**src/rtl/memory_arbiter_pkg.sv**
```systemverilog
// Shared encodings and defaults for the instruction/data cache memory arbiter.
package memory_arbiter_pkg;

  typedef enum logic [1:0] {
    IDLE    = 2'd0,
    ISSUE   = 2'd1,
    RELEASE = 2'd2
  } state_e;

  localparam logic ICACHE = 1'b0;
  localparam logic DCACHE = 1'b1;

  localparam logic MEM_OP_READ  = 1'b0;
  localparam logic MEM_OP_WRITE = 1'b1;

  localparam int DEF_ADDRESS_SIZE    = 12;
  localparam int DEF_CACHE_LINE_SIZE = 128;

endpackage

```
**src/rtl/memory_arbiter_rr_arbiter_2.sv**
```systemverilog
// Two-input round-robin grant: one-hot grant, ties go to the port that did not win last.
module rr_arbiter_2
  import memory_arbiter_pkg::*;
(
  input  logic [1:0] req_i,
  input  logic       last_grant_i,
  output logic [1:0] grant_o
);

  always_comb begin
    grant_o = 2'b00;
    case (req_i)
      2'b01:   grant_o = 2'b01;
      2'b10:   grant_o = 2'b10;
      2'b11:   grant_o = (last_grant_i == ICACHE) ? 2'b10 : 2'b01;
      default: grant_o = 2'b00;
    endcase
  end

endmodule

```
**src/rtl/memory_arbiter.sv**
```systemverilog
// Shares one Memory block between icache (read-only) and dcache (read/write), round-robin.
// Optional ISSUE watchdog enabled by defining MEMORY_ARBITER_TIMEOUT_EN.
module memory_arbiter
  import memory_arbiter_pkg::*;
#(
  parameter int ADDRESS_SIZE    = DEF_ADDRESS_SIZE,
  parameter int CACHE_LINE_SIZE = DEF_CACHE_LINE_SIZE,
  parameter int TIMEOUT_CYCLES  = 32
) (
  input  logic                       clk,
  input  logic                       rst_n,
  input  logic                       ic_req,
  input  logic [ADDRESS_SIZE-1:0]    ic_addr,
  output logic [CACHE_LINE_SIZE-1:0] ic_rdata,
  output logic                       ic_valid,
  input  logic                       dc_req,
  input  logic                       dc_op,
  input  logic [ADDRESS_SIZE-1:0]    dc_addr,
  input  logic [CACHE_LINE_SIZE-1:0] dc_wdata,
  output logic [CACHE_LINE_SIZE-1:0] dc_rdata,
  output logic                       dc_valid,
  output logic                       resp_err,
  output logic                       mem_enable,
  output logic                       mem_op,
  output logic [ADDRESS_SIZE-1:0]    mem_address,
  output logic [CACHE_LINE_SIZE-1:0] mem_data_in,
  output logic                       mem_op_init,
  output logic                       mem_op_done,
  input  logic [CACHE_LINE_SIZE-1:0] mem_data_out,
  input  logic                       mem_data_ready
);

  state_e                     state_q;
  logic                       last_grant_q;
  logic                       cur_port_q;
  logic                       rel_first_q;
  logic [CACHE_LINE_SIZE-1:0] ic_rdata_q;
  logic [CACHE_LINE_SIZE-1:0] dc_rdata_q;
  logic                       ic_valid_q;
  logic                       dc_valid_q;
  logic                       mem_enable_q;
  logic                       mem_op_q;
  logic [ADDRESS_SIZE-1:0]    mem_address_q;
  logic [CACHE_LINE_SIZE-1:0] mem_data_in_q;
  logic                       mem_op_init_q;
  logic                       mem_op_done_q;
  logic [1:0]                 grant_d;

  rr_arbiter_2 u_rr (
    .req_i        ({dc_req, ic_req}),
    .last_grant_i (last_grant_q),
    .grant_o      (grant_d)
  );

`ifdef MEMORY_ARBITER_TIMEOUT_EN
  localparam int TW = $clog2(TIMEOUT_CYCLES + 1);
  logic [TW-1:0] tmo_cnt_q;
  logic          resp_err_q;
  assign resp_err = resp_err_q;
`else
  logic unused_timeout;
  assign unused_timeout = (TIMEOUT_CYCLES != 0);
  assign resp_err       = 1'b0;
`endif

  always_ff @(posedge clk) begin
    if (!rst_n) begin
      state_q       <= IDLE;
      last_grant_q  <= DCACHE;
      cur_port_q    <= ICACHE;
      rel_first_q   <= 1'b0;
      ic_rdata_q    <= '0;
      dc_rdata_q    <= '0;
      ic_valid_q    <= 1'b0;
      dc_valid_q    <= 1'b0;
      mem_enable_q  <= 1'b0;
      mem_op_q      <= MEM_OP_READ;
      mem_address_q <= '0;
      mem_data_in_q <= '0;
      mem_op_init_q <= 1'b0;
      mem_op_done_q <= 1'b0;
`ifdef MEMORY_ARBITER_TIMEOUT_EN
      tmo_cnt_q     <= '0;
      resp_err_q    <= 1'b0;
`endif
    end else begin
      ic_valid_q    <= 1'b0;
      dc_valid_q    <= 1'b0;
      mem_op_init_q <= 1'b0;
`ifdef MEMORY_ARBITER_TIMEOUT_EN
      resp_err_q    <= 1'b0;
`endif
      case (state_q)
        IDLE: begin
          // A ready left over from an aborted or timed-out op must be retired first.
          if (mem_data_ready) begin
            mem_op_done_q <= 1'b1;
          end else begin
            mem_op_done_q <= 1'b0;
            if (grant_d != 2'b00) begin
              cur_port_q    <= grant_d[1];
              last_grant_q  <= grant_d[1];
              mem_enable_q  <= 1'b1;
              mem_op_init_q <= 1'b1;
              mem_op_q      <= grant_d[1] ? dc_op    : MEM_OP_READ;
              mem_address_q <= grant_d[1] ? dc_addr  : ic_addr;
              mem_data_in_q <= grant_d[1] ? dc_wdata : '0;
`ifdef MEMORY_ARBITER_TIMEOUT_EN
              tmo_cnt_q     <= '0;
`endif
              state_q       <= ISSUE;
            end
          end
        end
        ISSUE: begin
          if (mem_data_ready) begin
            if (cur_port_q == DCACHE) begin
              dc_rdata_q <= mem_data_out;
              dc_valid_q <= 1'b1;
            end else begin
              ic_rdata_q <= mem_data_out;
              ic_valid_q <= 1'b1;
            end
            mem_enable_q  <= 1'b0;
            mem_op_done_q <= 1'b1;
            rel_first_q   <= 1'b1;
            state_q       <= RELEASE;
          end
`ifdef MEMORY_ARBITER_TIMEOUT_EN
          else if (tmo_cnt_q == TW'(TIMEOUT_CYCLES - 1)) begin
            if (cur_port_q == DCACHE) begin
              dc_rdata_q <= '0;
              dc_valid_q <= 1'b1;
            end else begin
              ic_rdata_q <= '0;
              ic_valid_q <= 1'b1;
            end
            resp_err_q   <= 1'b1;
            mem_enable_q <= 1'b0;
            state_q      <= IDLE;
          end else begin
            tmo_cnt_q <= tmo_cnt_q + 1'b1;
          end
`endif
        end
        RELEASE: begin
          // Minimum two cycles so the served requester has dropped req before IDLE.
          rel_first_q <= 1'b0;
          if (!rel_first_q && !mem_data_ready) begin
            mem_op_done_q <= 1'b0;
            state_q       <= IDLE;
          end
        end
        default: state_q <= IDLE;
      endcase
    end
  end

  assign ic_rdata    = ic_rdata_q;
  assign ic_valid    = ic_valid_q;
  assign dc_rdata    = dc_rdata_q;
  assign dc_valid    = dc_valid_q;
  assign mem_enable  = mem_enable_q;
  assign mem_op      = mem_op_q;
  assign mem_address = mem_address_q;
  assign mem_data_in = mem_data_in_q;
  assign mem_op_init = mem_op_init_q;
  assign mem_op_done = mem_op_done_q;

endmodule

```
**config.mk**
```make
export PLATFORM = sky130hd
export DESIGN_NAME = memory_arbiter
export DESIGN_NICKNAME = d
export VERILOG_FILES = /design/src/rtl/memory_arbiter_pkg.sv /design/src/rtl/memory_arbiter_rr_arbiter_2.sv /design/src/rtl/memory_arbiter.sv
export SDC_FILE = /design/constraint.sdc
export NUM_CORES = 1
export LEC_CHECK = 0
export CORE_AREA = 4 4 267 269
export DETAILED_ROUTE_END_ITERATION = 12
export DIE_AREA = 0 0 271 273
export PLACE_DENSITY_LB_ADDON = 0.25
export SLEW_MARGIN = 20
export SYNTH_ARGS = -nofsm -noshare
export SYNTH_HDL_FRONTEND = slang
export SYNTH_SLANG_ARGS = --single-unit
export TNS_END_PERCENT = 50
```
**constraint.sdc**
```tcl
create_clock -name clk -period 2.2 [get_ports clk]
set_input_delay 0.22 -clock clk [delete_from_list [all_inputs] [get_ports clk]]
set_output_delay 0.22 -clock clk [all_outputs]
set_load 0.01 [all_outputs]
```
==> flow_summary.ini <==
[sta]
slew_headroom = 0.661
finalSetupTns_ps = 0
finalCritPeriodShare = 0.889
slew_violations = 0
worst_slew_pin_slew_ps = 508
fin_skew_ps = 13.7
max_freq_mhz = 511
grt_setup_unrepaired = no
finalHoldViolations = 0
min_period_ps = 1960
finalSetupViolCount = 0

[clocking]
clk_pin_slew_ps = 60
cts_max_level = 2
cts_sinks = 407
clkLatencyLatePin_ps = 580
cts-buffers-inserted = 49
cts-root-buf = clkbuf_16
cts_setup_buffers = 0
cts_tree = done
clockBufferDepth = 3

[setup_path]
critPathRequiredTime_ps = 2660
reg2regPathDepth = 6
crit_chain = inv_1 -> ha_1 -> or3b_1 -> a222oi_1 -> nor2_1 -> a31o_1
cp.arrival_ps = 2420
crit_slowest_cell = a222oi_1
cpPeakStageDelay_ps = 410
crit_type = flip-flop to flip-flop
critPathLaunchType = flip-flop
crit_fanout = 7
endpoint_kind = flip-flop

[yosys]
synth_cell_types = 32
synth_top_area_frac = 0.542
yosysTopAreaCell = dfxtp_1
syn-cell-area_mm2 = 0.0150
synth_area_per_cell_um2 = 9.07
synth_fp_nets = 1949
ys_top_cells_by_area = dfxtp_1 (54%), nand2_1 (13%), a21boi_0 (8.2%)
synth_warnings = 0
ys_ff_latch = 407
postSynthCellCount = 1657
seq_area_frac_synth = 0.542

[die]
rows = 96
dieArea_mm2 = 0.0740
initial_core_util = 0.219
core_mm2 = 0.0686
dieHeight_um = 273
die_w_um = 271
ioPinCount = 689

[min_path]
holdPathStages = 3
min_path_type = input pin to flip-flop

[run]
drv_cap = 0

[routing]
final_antenna_net_count = 0
via_per_inst = 4.26
drtPass1Iterations = 5
drtIter0Drc = 615
drc = 0
wire_per_inst_um = 19.2
wl_um = 62900
num_vias = 14000

[pwr]
worst_ir_drop_vdd_mv = 0.502
total_leakage_power_nw = 8.29
p_per_area_mw_per_mm2 = 814

[global_route]
grt_pass1_vias = 14100
grt_use_total = 0.160
grt_max_degree = 78
grt_antenna_before_repair = 9
grt-ovfl-total = 0
grt_pass1_wl_um = 91800

[final_layout]
nets = 2600
final_cell_mix = clkdlybuf4s50_1 (686), nand2_1 (518), dfxtp_1 (407)
area_growth_syn_to_layout_pct = 63.9
layout_commonest_cell = clkdlybuf4s50_1
stdcell_area_mm2 = 0.0246
final_layout_size_suffix_gt1_frac = 0.0543

[status]
status = completed

[placed_design]
hpwl_um = 47200
placed_area_mm2 = 0.0230
gp_congestion = 0.814
io_buffer_count = 687
## worst max-delay path: cells and delay by family (launching register included)
family          cells  cell delay (ps)
flops               1              390
compound gates      2              600
buf+inv             1              110
fa+ha+maj           1              280
simple gates        2              470
## registers in the layout, summed over array words and instances (netlist names)
name	count
mem_op	1
cur_port_q	1
rel_first_q	1
mem_op_init	1
state_q	2
ic_valid	1
dc_rdata	128
ic_rdata	128
mem_op_done	1
mem_address	12
last_grant_q	1
mem_enable	1
dc_valid	1
mem_data_in	128
## per-stage QoR
step	hold slack (ps)	power, mW	worst slack [ps]	util	std cells
2_1_floorplan	355	10.0	444	-	1657
3_5_place_dp	447	12.3	175	0.336	3187
6_report	226	20.1	244	0.359	3274
4_1_cts	174	20.5	232	0.359	3269
5_1_grt	196	21.1	59.4	0.359	3274
3_3_place_gp	441	12.3	196	0.336	3187
## layer usage
metal,share of wire,GRT usage,up-vias
met1,0.38,0.178,6561
met3,0.084,0.0588,97
met5,0.00072,0,-
met2,0.50,0.286,490
li1,-,-,6796
met4,0.031,0.0524,8
## cell usage after synthesis, drive strengths merged
master and number:
a21boi 258, nor3b 1, o21ai 16, and3b 1, or2 2, a21oi 15
nand3 1, inv 3, nor2 7, a31o 1, a222oi 1, buf 61
nor2b 132, or3b 2, a22oi 129, a32oi 1, nand2 518, o22a 1
dfxtp 407, o211a 1, mux2 1, ha 6, conb 1, mux2i 12
and3 1, and2 3, clkbuf 75
## cell type report
cell class | count | area, um2
diodes | 5 | 12.5
clock buffers | 66 | 1340
clock inverters | 15 | 218
fillers | 6927 | 44000
inverters | 3 | 11.3
multi-input cells | 1111 | 6230
flip-flops and latches | 407 | 8150
well taps | 931 | 1160
repair buffers | 736 | 7500
## power breakdown
group / switching [mW] / total, mW / internal, mW / leakage, nW
Clock: 3.24 / 7.96 / 4.72 / 0.760
Sequential: 0.289 / 8.17 / 7.88 / 3.30
Combinational: 1.92 / 3.92 / 2.00 / 4.23
## cell families after synthesis
| family | count (synthesis) | share of synthesized area |
|---|---|---|
| other | 1 | 0.000250 |
| buffers and inverters | 139 | 0.0455 |
| adder cells (fa/ha/maj) | 6 | 0.00499 |
| flip-flops | 407 | 0.542 |
| multiplexers | 13 | 0.00874 |
| AND/OR/NAND/NOR | 668 | 0.191 |
| AO/OA/AOI/OAI | 423 | 0.207 |
## final timing paths
| check | start | endpoint | slack (ps) |
|---|---|---|---|
| worst max-delay path | state_q[0] | state_q[1] | 240 |
| worst min-delay path | mem_data_out[52] | ic_rdata[52] | 230 |
| worst max register to register | state_q[0] | state_q[1] | 240 |
| worst min register to register | ic_rdata[53] | ic_rdata[53] | 450 |
## timing repair
action / in CTS / in global routing
endpoints found under the hold margin: 1 / 0
hold buffers: 1 / 0
resized for setup: 0 / 0
(Power assumes the default switching activity.)
